[src/rtl/vga_scan_ctrl_if.sv]
// Pixel-source handshake between the VGA scan controller and the pattern source.
// The controller requests pixels and flags line/frame starts; the source returns colour one cycle later.
interface vga_scan_ctrl_if #(
    parameter int BITS_PER_COLOR = 4
);
    logic                        o_rd;
    logic                        o_newline;
    logic                        o_newframe;
    logic [3*BITS_PER_COLOR-1:0] i_pixel;

    modport master (
        output o_rd,
        output o_newline,
        output o_newframe,
        input  i_pixel
    );

    modport slave (
        input  o_rd,
        input  o_newline,
        input  o_newframe,
        output i_pixel
    );
endinterface

[src/rtl/vga_scan_ctrl.sv]
// VGA raster scan controller: shadowed timing, pixel request and 2-stage sync/DE/colour pipeline.
// Optional VGA_SYNC_POLARITY_EN adds i_hpol/i_vpol for programmable sync polarity.
//
// state    | meaning
// ---------+-----------------------------------------------------------
// ST_IDLE  | scan stopped, counters held at 0, waiting for i_en
// ST_START | single cycle: load timing shadows, pulse newline/newframe
// ST_RUN   | scanning frames; i_en sampled only at frame wrap
module vga_scan_ctrl #(
    parameter int BITS_PER_COLOR = 4,
    parameter int HW             = 12,
    parameter int VW             = 12
) (
    input  logic                      i_pixclk,
    input  logic                      i_reset_n,
    input  logic                      i_en,
    input  logic [HW-1:0]             i_hm_width,
    input  logic [HW-1:0]             i_hm_porch,
    input  logic [HW-1:0]             i_hm_synch,
    input  logic [HW-1:0]             i_hm_raw,
    input  logic [VW-1:0]             i_vm_height,
    input  logic [VW-1:0]             i_vm_porch,
    input  logic [VW-1:0]             i_vm_synch,
    input  logic [VW-1:0]             i_vm_raw,
`ifdef VGA_SYNC_POLARITY_EN
    input  logic                      i_hpol,
    input  logic                      i_vpol,
`endif
    vga_scan_ctrl_if.master           src,
    output logic                      o_vga_hsync,
    output logic                      o_vga_vsync,
    output logic                      o_vga_de,
    output logic [BITS_PER_COLOR-1:0] o_vga_red,
    output logic [BITS_PER_COLOR-1:0] o_vga_green,
    output logic [BITS_PER_COLOR-1:0] o_vga_blue
);

    localparam logic [1:0] ST_IDLE  = 2'd0;
    localparam logic [1:0] ST_START = 2'd1;
    localparam logic [1:0] ST_RUN   = 2'd2;

    logic [1:0]    state;
    logic [HW-1:0] hpos;
    logic [VW-1:0] vpos;
    logic [HW:0]   hpos_nx;
    logic [VW:0]   vpos_nx;

    logic [HW-1:0] h_width, h_porch, h_synch, h_raw;
    logic [VW-1:0] v_height, v_porch, v_synch, v_raw;

    logic line_end, frame_end, load_shadow;
    logic rd_now, hs_now, vs_now;
    logic rd_d1, hs_d1, vs_d1, hs_d2, vs_d2;

    assign hpos_nx = {1'b0, hpos} + {{HW{1'b0}}, 1'b1};
    assign vpos_nx = {1'b0, vpos} + {{VW{1'b0}}, 1'b1};

    // ">=" instead of "==" so a raw value of 0 still wraps every cycle rather than locking up
    assign line_end  = hpos_nx >= {1'b0, h_raw};
    assign frame_end = line_end && (vpos_nx >= {1'b0, v_raw});

    assign load_shadow = (state == ST_START) || ((state == ST_RUN) && frame_end);

    assign rd_now = (state == ST_RUN) && (hpos < h_width) && (vpos < v_height);
    assign hs_now = (state == ST_RUN) && (hpos >= h_porch) && (hpos < h_synch);
    assign vs_now = (state == ST_RUN) && (vpos >= v_porch) && (vpos < v_synch);

    assign src.o_rd       = rd_now;
    assign src.o_newline  = (state == ST_START) || ((state == ST_RUN) && line_end);
    assign src.o_newframe = (state == ST_START) || ((state == ST_RUN) && frame_end);

    always_ff @(posedge i_pixclk or negedge i_reset_n) begin
        if (!i_reset_n) begin
            state <= ST_IDLE;
            hpos  <= '0;
            vpos  <= '0;
        end else begin
            case (state)
                ST_IDLE: begin
                    hpos <= '0;
                    vpos <= '0;
                    if (i_en) state <= ST_START;
                end
                ST_START: begin
                    hpos  <= '0;
                    vpos  <= '0;
                    state <= ST_RUN;
                end
                ST_RUN: begin
                    if (line_end) begin
                        hpos <= '0;
                        if (frame_end) begin
                            vpos <= '0;
                            if (!i_en) state <= ST_IDLE;
                        end else begin
                            vpos <= vpos_nx[VW-1:0];
                        end
                    end else begin
                        hpos <= hpos_nx[HW-1:0];
                    end
                end
                default: state <= ST_IDLE;
            endcase
        end
    end

    always_ff @(posedge i_pixclk or negedge i_reset_n) begin
        if (!i_reset_n) begin
            h_width  <= '0;
            h_porch  <= '0;
            h_synch  <= '0;
            h_raw    <= '0;
            v_height <= '0;
            v_porch  <= '0;
            v_synch  <= '0;
            v_raw    <= '0;
        end else if (load_shadow) begin
            h_width  <= i_hm_width;
            h_porch  <= i_hm_porch;
            h_synch  <= i_hm_synch;
            h_raw    <= i_hm_raw;
            v_height <= i_vm_height;
            v_porch  <= i_vm_porch;
            v_synch  <= i_vm_synch;
            v_raw    <= i_vm_raw;
        end
    end

    // Stage 1 lines up with the source returning i_pixel; stage 2 drives the pins
    always_ff @(posedge i_pixclk or negedge i_reset_n) begin
        if (!i_reset_n) begin
            rd_d1       <= 1'b0;
            hs_d1       <= 1'b0;
            vs_d1       <= 1'b0;
            o_vga_de    <= 1'b0;
            hs_d2       <= 1'b0;
            vs_d2       <= 1'b0;
            o_vga_red   <= '0;
            o_vga_green <= '0;
            o_vga_blue  <= '0;
        end else begin
            rd_d1    <= rd_now;
            hs_d1    <= hs_now;
            vs_d1    <= vs_now;
            o_vga_de <= rd_d1;
            hs_d2    <= hs_d1;
            vs_d2    <= vs_d1;
            if (rd_d1) begin
                {o_vga_red, o_vga_green, o_vga_blue} <= src.i_pixel;
            end else begin
                o_vga_red   <= '0;
                o_vga_green <= '0;
                o_vga_blue  <= '0;
            end
        end
    end

`ifdef VGA_SYNC_POLARITY_EN
    logic hpol_sh, vpol_sh, hpol_use, vpol_use;

    always_ff @(posedge i_pixclk or negedge i_reset_n) begin
        if (!i_reset_n) begin
            hpol_sh <= 1'b0;
            vpol_sh <= 1'b0;
        end else if (load_shadow) begin
            hpol_sh <= i_hpol;
            vpol_sh <= i_vpol;
        end
    end

    // No latched polarity exists while idle/in reset, so the live input sets the inactive level
    assign hpol_use    = (state == ST_IDLE) ? i_hpol : hpol_sh;
    assign vpol_use    = (state == ST_IDLE) ? i_vpol : vpol_sh;
    assign o_vga_hsync = hs_d2 ? hpol_use : ~hpol_use;
    assign o_vga_vsync = vs_d2 ? vpol_use : ~vpol_use;
`else
    assign o_vga_hsync = ~hs_d2;
    assign o_vga_vsync = ~vs_d2;
`endif

endmodule

[src/flat_wrapper.sv]
// flat-port wrapper written by rule: the top's interface ports become plain ports
module vga_scan_ctrl_flat 
#(
    parameter int BITS_PER_COLOR = 4,
    parameter int HW             = 12,
    parameter int VW             = 12
)
  (i_pixclk, i_reset_n, i_en, i_hm_width, i_hm_porch, i_hm_synch, i_hm_raw, i_vm_height, i_vm_porch, i_vm_synch, i_vm_raw, o_vga_hsync, o_vga_vsync, o_vga_de, o_vga_red, o_vga_green, o_vga_blue, src_o_rd, src_o_newline, src_o_newframe, src_i_pixel);
  vga_scan_ctrl_if #(.BITS_PER_COLOR(BITS_PER_COLOR)) src_i ();
  input  logic i_pixclk;
  input  logic i_reset_n;
  input  logic i_en;
  input  logic [HW-1:0] i_hm_width;
  input  logic [HW-1:0] i_hm_porch;
  input  logic [HW-1:0] i_hm_synch;
  input  logic [HW-1:0] i_hm_raw;
  input  logic [VW-1:0] i_vm_height;
  input  logic [VW-1:0] i_vm_porch;
  input  logic [VW-1:0] i_vm_synch;
  input  logic [VW-1:0] i_vm_raw;
  output logic o_vga_hsync;
  output logic o_vga_vsync;
  output logic o_vga_de;
  output logic [BITS_PER_COLOR-1:0] o_vga_red;
  output logic [BITS_PER_COLOR-1:0] o_vga_green;
  output logic [BITS_PER_COLOR-1:0] o_vga_blue;
  output wire logic [$bits(src_i.o_rd)-1:0] src_o_rd;
  output wire logic [$bits(src_i.o_newline)-1:0] src_o_newline;
  output wire logic [$bits(src_i.o_newframe)-1:0] src_o_newframe;
  input wire logic [$bits(src_i.i_pixel)-1:0] src_i_pixel;
  assign src_o_rd = src_i.o_rd;
  assign src_o_newline = src_i.o_newline;
  assign src_o_newframe = src_i.o_newframe;
  assign src_i.i_pixel = src_i_pixel;
  vga_scan_ctrl #(.BITS_PER_COLOR(BITS_PER_COLOR), .HW(HW), .VW(VW)) u_core (.i_pixclk(i_pixclk), .i_reset_n(i_reset_n), .i_en(i_en), .i_hm_width(i_hm_width), .i_hm_porch(i_hm_porch), .i_hm_synch(i_hm_synch), .i_hm_raw(i_hm_raw), .i_vm_height(i_vm_height), .i_vm_porch(i_vm_porch), .i_vm_synch(i_vm_synch), .i_vm_raw(i_vm_raw), .src(src_i), .o_vga_hsync(o_vga_hsync), .o_vga_vsync(o_vga_vsync), .o_vga_de(o_vga_de), .o_vga_red(o_vga_red), .o_vga_green(o_vga_green), .o_vga_blue(o_vga_blue));
endmodule
[config.mk]
export PLATFORM = sky130hd
export DESIGN_NAME = vga_scan_ctrl_flat
export DESIGN_NICKNAME = d
export VERILOG_FILES = /design/src/rtl/vga_scan_ctrl_if.sv /design/src/rtl/vga_scan_ctrl.sv /design/src/flat_wrapper.sv
export SDC_FILE = /design/constraint.sdc
export NUM_CORES = 1
export LEC_CHECK = 0
export CORE_ASPECT_RATIO = 0.8
export CORE_UTILIZATION = 45
export CTS_CLUSTER_DIAMETER = 120
export DETAILED_ROUTE_END_ITERATION = 8
export HOLD_SLACK_MARGIN = 0.06
export PLACE_DENSITY = 0.81
export SETUP_SLACK_MARGIN = 0.05
export SYNTH_ARGS = -nofsm -noshare
export SYNTH_HDL_FRONTEND = slang
export SYNTH_SLANG_ARGS = --single-unit
[constraint.sdc]
create_clock -name i_pixclk -period 4.6 [get_ports i_pixclk]
set_clock_uncertainty 0.15 [all_clocks]
set_input_delay 0.92 -clock i_pixclk [delete_from_list [all_inputs] [get_ports i_pixclk]]
set_output_delay 0.92 -clock i_pixclk [all_outputs]
set_load 0.1 [all_outputs]
==> results.py, run 1 <==
metrics = {
    "timing": {
        "final_max_slew_viol_count": 0,
        "timing.fmax_ghz": 0.2281,
        "relSlewSlack_pct": 35.57,
        "tightest_slew_ps": 963.4,
        "finalSetupViolations": 0,
        "tns_ps": 0,
        "fin_crit_ps": 4385,
        "period_share_pct": 95.32,
        "rsz0062_at_grt": "no",
        "finalHoldViolations": 0,
    },
    "pwr": {
        "swShare_pct": 35.22,
        "seqPwrFrac_pct": 37.0,
        "clockPowerShare_pct": 26.1,
        "p_switching_w": 0.001929,
        "cellPowerDensity_nw_per_um2": 534.4,
        "ir_worst_vdd_uv": 225.5,
        "power_frac_comb_pct": 36.9,
        "p_leak_nw": 4.959,
        "power_w": 0.005477,
        "internal_power_w": 0.003548,
    },
    "die": {
        "die_w_um": 150.5,
        "core-area_um2": 17320,
        "fp.dieH_um": 120.8,
        "die_area_um2": 18190,
        "io_pins": 129,
        "start_util_pct": 45.85,
        "rows": 43,
    },
    "finish": {
        "drive_above_1_share_pct": 16.22,
        "antenna_cells": 0,
        "instances_no_fill": 1119,
        "num-nets-final": 1087,
        "seq_area_um2": 3507,
        "nFillCells": 1420,
        "areaGrowthSynthToFinish_pct": 29.05,
        "multiInputGateArea_um2": 3994,
    },
    "worst_setup_path": {
        "worstPathArrival_ps": 3310,
        "worstPathRequired_ps": 3530,
        "crit_path_max_fanout": 6,
        "endpoint_kind": "output pin",
        "cp-start-kind": "flop",
        "path_class": "flop to output pin",
    },
    "global_route": {
        "grt_use_total_pct": 21.20,
        "antenna_found_initial": 0,
        "grt_pass1_wl_um": 29330,
        "grt_pass1_vias": 5906,
        "grt_max_degree": 97,
        "gr-total-overflow": 0,
    },
    "clocking": {
        "numClockSinks": 140,
        "htreeDepth": 4,
        "cts_tree": "yes",
        "path_clk_slew_ps": 60,
        "root_buffer": "clkbuf_16",
        "cts_inserted_buffers": 17,
        "clk_path_buf_depth": 2,
        "worstSkewPairLatency_ps": 430,
    },
    "place": {
        "place.gp.congestion": 0.9008,
        "io_buffers": 128,
        "hpwl_um": 12990,
        "placedCellCount": 1084,
    },
    "drt": {
        "wirelength_um": 17940,
        "first_pass_iters": 6,
        "drc_errors": 0,
        "vias": 5878,
        "drt_iter0_markers": 369,
        "wl_per_cell_um": 16.03,
        "vias_per_cell": 5.253,
        "drtAntennaViolNets": 0,
    },
    "run": {
        "drv_cap": 0,
    },
    "logic_synthesis": {
        "syn_nets": 937,
        "syn_inst": 731,
        "seq_area_frac_synth_pct": 44.11,
        "syn_area_um2": 7943,
        "ys_ff_latch": 140,
        "synth_edf_count": 0,
        "syn_avg_cell_area_um2": 10.87,
        "yosys_warnings": 0,
        "synth_flop_cell": "dfrtp_1",
        "synth-async-reset-ratio_pct": 100.0,
        "synth_cell_type_count": 48,
    },
    "hold_path": {
        "hold_path.class": "flop to flop",
    },
    "outcome": {
        "run_status": "complete, no violations",
    },
}
-- path summary, 6_finish.rpt --
path | from | slack [ps] | endpoint | cells past startpoint
min in group asynchronous | i_reset_n | 430 | u_core.h_raw[2] | 1
min | u_core.vs_d1 | 200 | u_core.vs_d2 | 0
min reg2reg | u_core.vs_d1 | 200 | u_core.vs_d2 | 0
max reg2reg | u_core.hpos[4] | 630 | u_core.v_porch[5] | 14
max in group asynchronous | i_reset_n | 2990 | u_core.vpos[5] | 2
max | u_core.hpos[4] | 220 | src_o_newframe | 12
-- state kept, by name, summed over array words and instances (netlist names), 2 cells and up --
signal              cells
u_core.h_porch         12
u_core.h_raw           12
u_core.h_synch         12
u_core.h_width         12
u_core.hpos            12
u_core.v_height        12
u_core.v_porch         12
u_core.v_raw           12
u_core.v_synch         12
u_core.vpos            12
u_core.o_vga_blue       4
u_core.o_vga_green      4
u_core.o_vga_red        4
u_core.state            2
-- through the flow --
stage | hold slack [ps] | cell area (um2) | worst slack (ps) | util, %
floorplan | 181.2 | 7943 | 196.0 | -
global placement | 184.3 | 9558 | 320.5 | 55.17
detailed placement | 191.2 | 9558 | 253.7 | 55.17
CTS | 205.3 | 10190 | 82.06 | 58.81
global route | 221.6 | 10250 | 51.49 | 59.17
finish | 204.0 | 10250 | 215.4 | 59.17
-- critical path, stage by stage, from the launching register on --
cell and delay [ps]:
dfrtp_1 400, buf_4 200, nand4_1 160, or2_2 350, xnor2_1 150, ha_1 300, nand2_1 80, a2111oi_2 340
o21ai_1 180, a21oi_4 160, nand2_2 100, o21ai_4 260, buf_12 210
-- cells by family (layout without fill, tap and decap cells) --
family	count (synthesis)	after routing	share of synthesized area (%)
adders and majority gates	95	95	14.97
DFF	140	140	44.11
buffers and inverters	118	281	6.301
AOI/OAI and AO/OA	111	111	9.137
muxes	96	96	13.61
and+or+nand+nor	151	151	9.673
xor gates and xnor gates	20	20	2.205
-- timing repair --
action                                  4_1_cts  5_1_grt
pin swaps                                     1        5
hold buffers                                  0        0
endpoints found under the setup margin        2        2
setup buffers                                 1        2
resized for setup                             7       10
-- power by group through the flow --
stage,Sequential (W),Combinational (W),Clock [W]
2_1_floorplan,0.00216,0.00132,0
3_3_place_gp,0.00201,0.00193,0
3_5_place_dp,0.00204,0.00198,0
4_1_cts,0.00202,0.00201,0.00145
5_1_grt,0.00210,0.00225,0.00151
6_report,0.00203,0.00202,0.00143
-- layout make-up --
type,instances,share of cell area (%)
tap,225,2.747
sequential,140,34.22
clock inverter,12,1.404
clock buffer,20,4.553
timing repair buffer,152,14.56
inverter,97,3.552
multi-input combinational,473,38.96
-- per-layer routing --
| layer | GRT usage (%) | routed length (um) | vias up |
|---|---|---|---|
| met5 | 0 | 0 | - |
| met4 | 7.386 | 272 | 0 |
| met3 | 5.660 | 1207 | 22 |
| met2 | 31.48 | 7896 | 194 |
| met1 | 29.65 | 8565 | 2833 |
| li1 | - | - | 2829 |
-- cells in the mapped netlist (7+ instances only) --
| master | instances | area [um2] |
|---|---|---|
| a21o_1 | 18 | 135.1 |
| a21oi_1 | 37 | 185.2 |
| and2_1 | 18 | 112.6 |
| clkbuf_1 | 9 | 33.78 |
| dfrtp_1 | 140 | 3503 |
| ha_1 | 95 | 1189 |
| inv_1 | 97 | 364.1 |
| mux2_1 | 29 | 326.6 |
| mux2_2 | 67 | 754.5 |
| nand2_1 | 43 | 161.4 |
| nand2b_1 | 7 | 43.79 |
| nand3_1 | 25 | 125.1 |
| nand4_1 | 8 | 50.05 |
| nor2_1 | 17 | 63.81 |
| o21ai_0 | 19 | 95.09 |
| xnor2_1 | 16 | 140.1 |
-- placed cells by master, fill, tap and decap left out, types with 4 or more instances in the layout --
cell	n
dfrtp_1	137
clkdlybuf4s50_1	124
inv_1	97
ha_1	94
mux2_2	67
nand2_1	43
a21oi_1	36
mux2_1	29
nand3_1	24
buf_4	24
and2_1	18
a21o_1	18
o21ai_0	18
nor2_1	17
clkbuf_16	17
xnor2_1	16
nand4_1	8
nand2b_1	7
nor3_1	6
o21a_1	6
nor2b_1	6
o211ai_1	6
clkinv_2	6
and3_1	5
xor2_1	4
o41ai_1	4
(Power assumes the default switching activity.)
==> run 2: changes to the inputs <==
--- a/config.mk
+++ b/config.mk
@@ -5,6 +5,7 @@
 export SDC_FILE = /design/constraint.sdc
 export NUM_CORES = 1
 export LEC_CHECK = 0
+export CAP_MARGIN = 20
 export CORE_ASPECT_RATIO = 0.8
 export CORE_UTILIZATION = 45
 export CTS_CLUSTER_DIAMETER = 120
@@ -12,6 +13,7 @@
 export HOLD_SLACK_MARGIN = 0.06
 export PLACE_DENSITY = 0.81
 export SETUP_SLACK_MARGIN = 0.05
+export SLEW_MARGIN = 20
 export SYNTH_ARGS = -nofsm -noshare
 export SYNTH_HDL_FRONTEND = slang
 export SYNTH_SLANG_ARGS = --single-unit
==> results of run 2 <==
No change in the layout: final DEF, timing and power equal those of run 1.
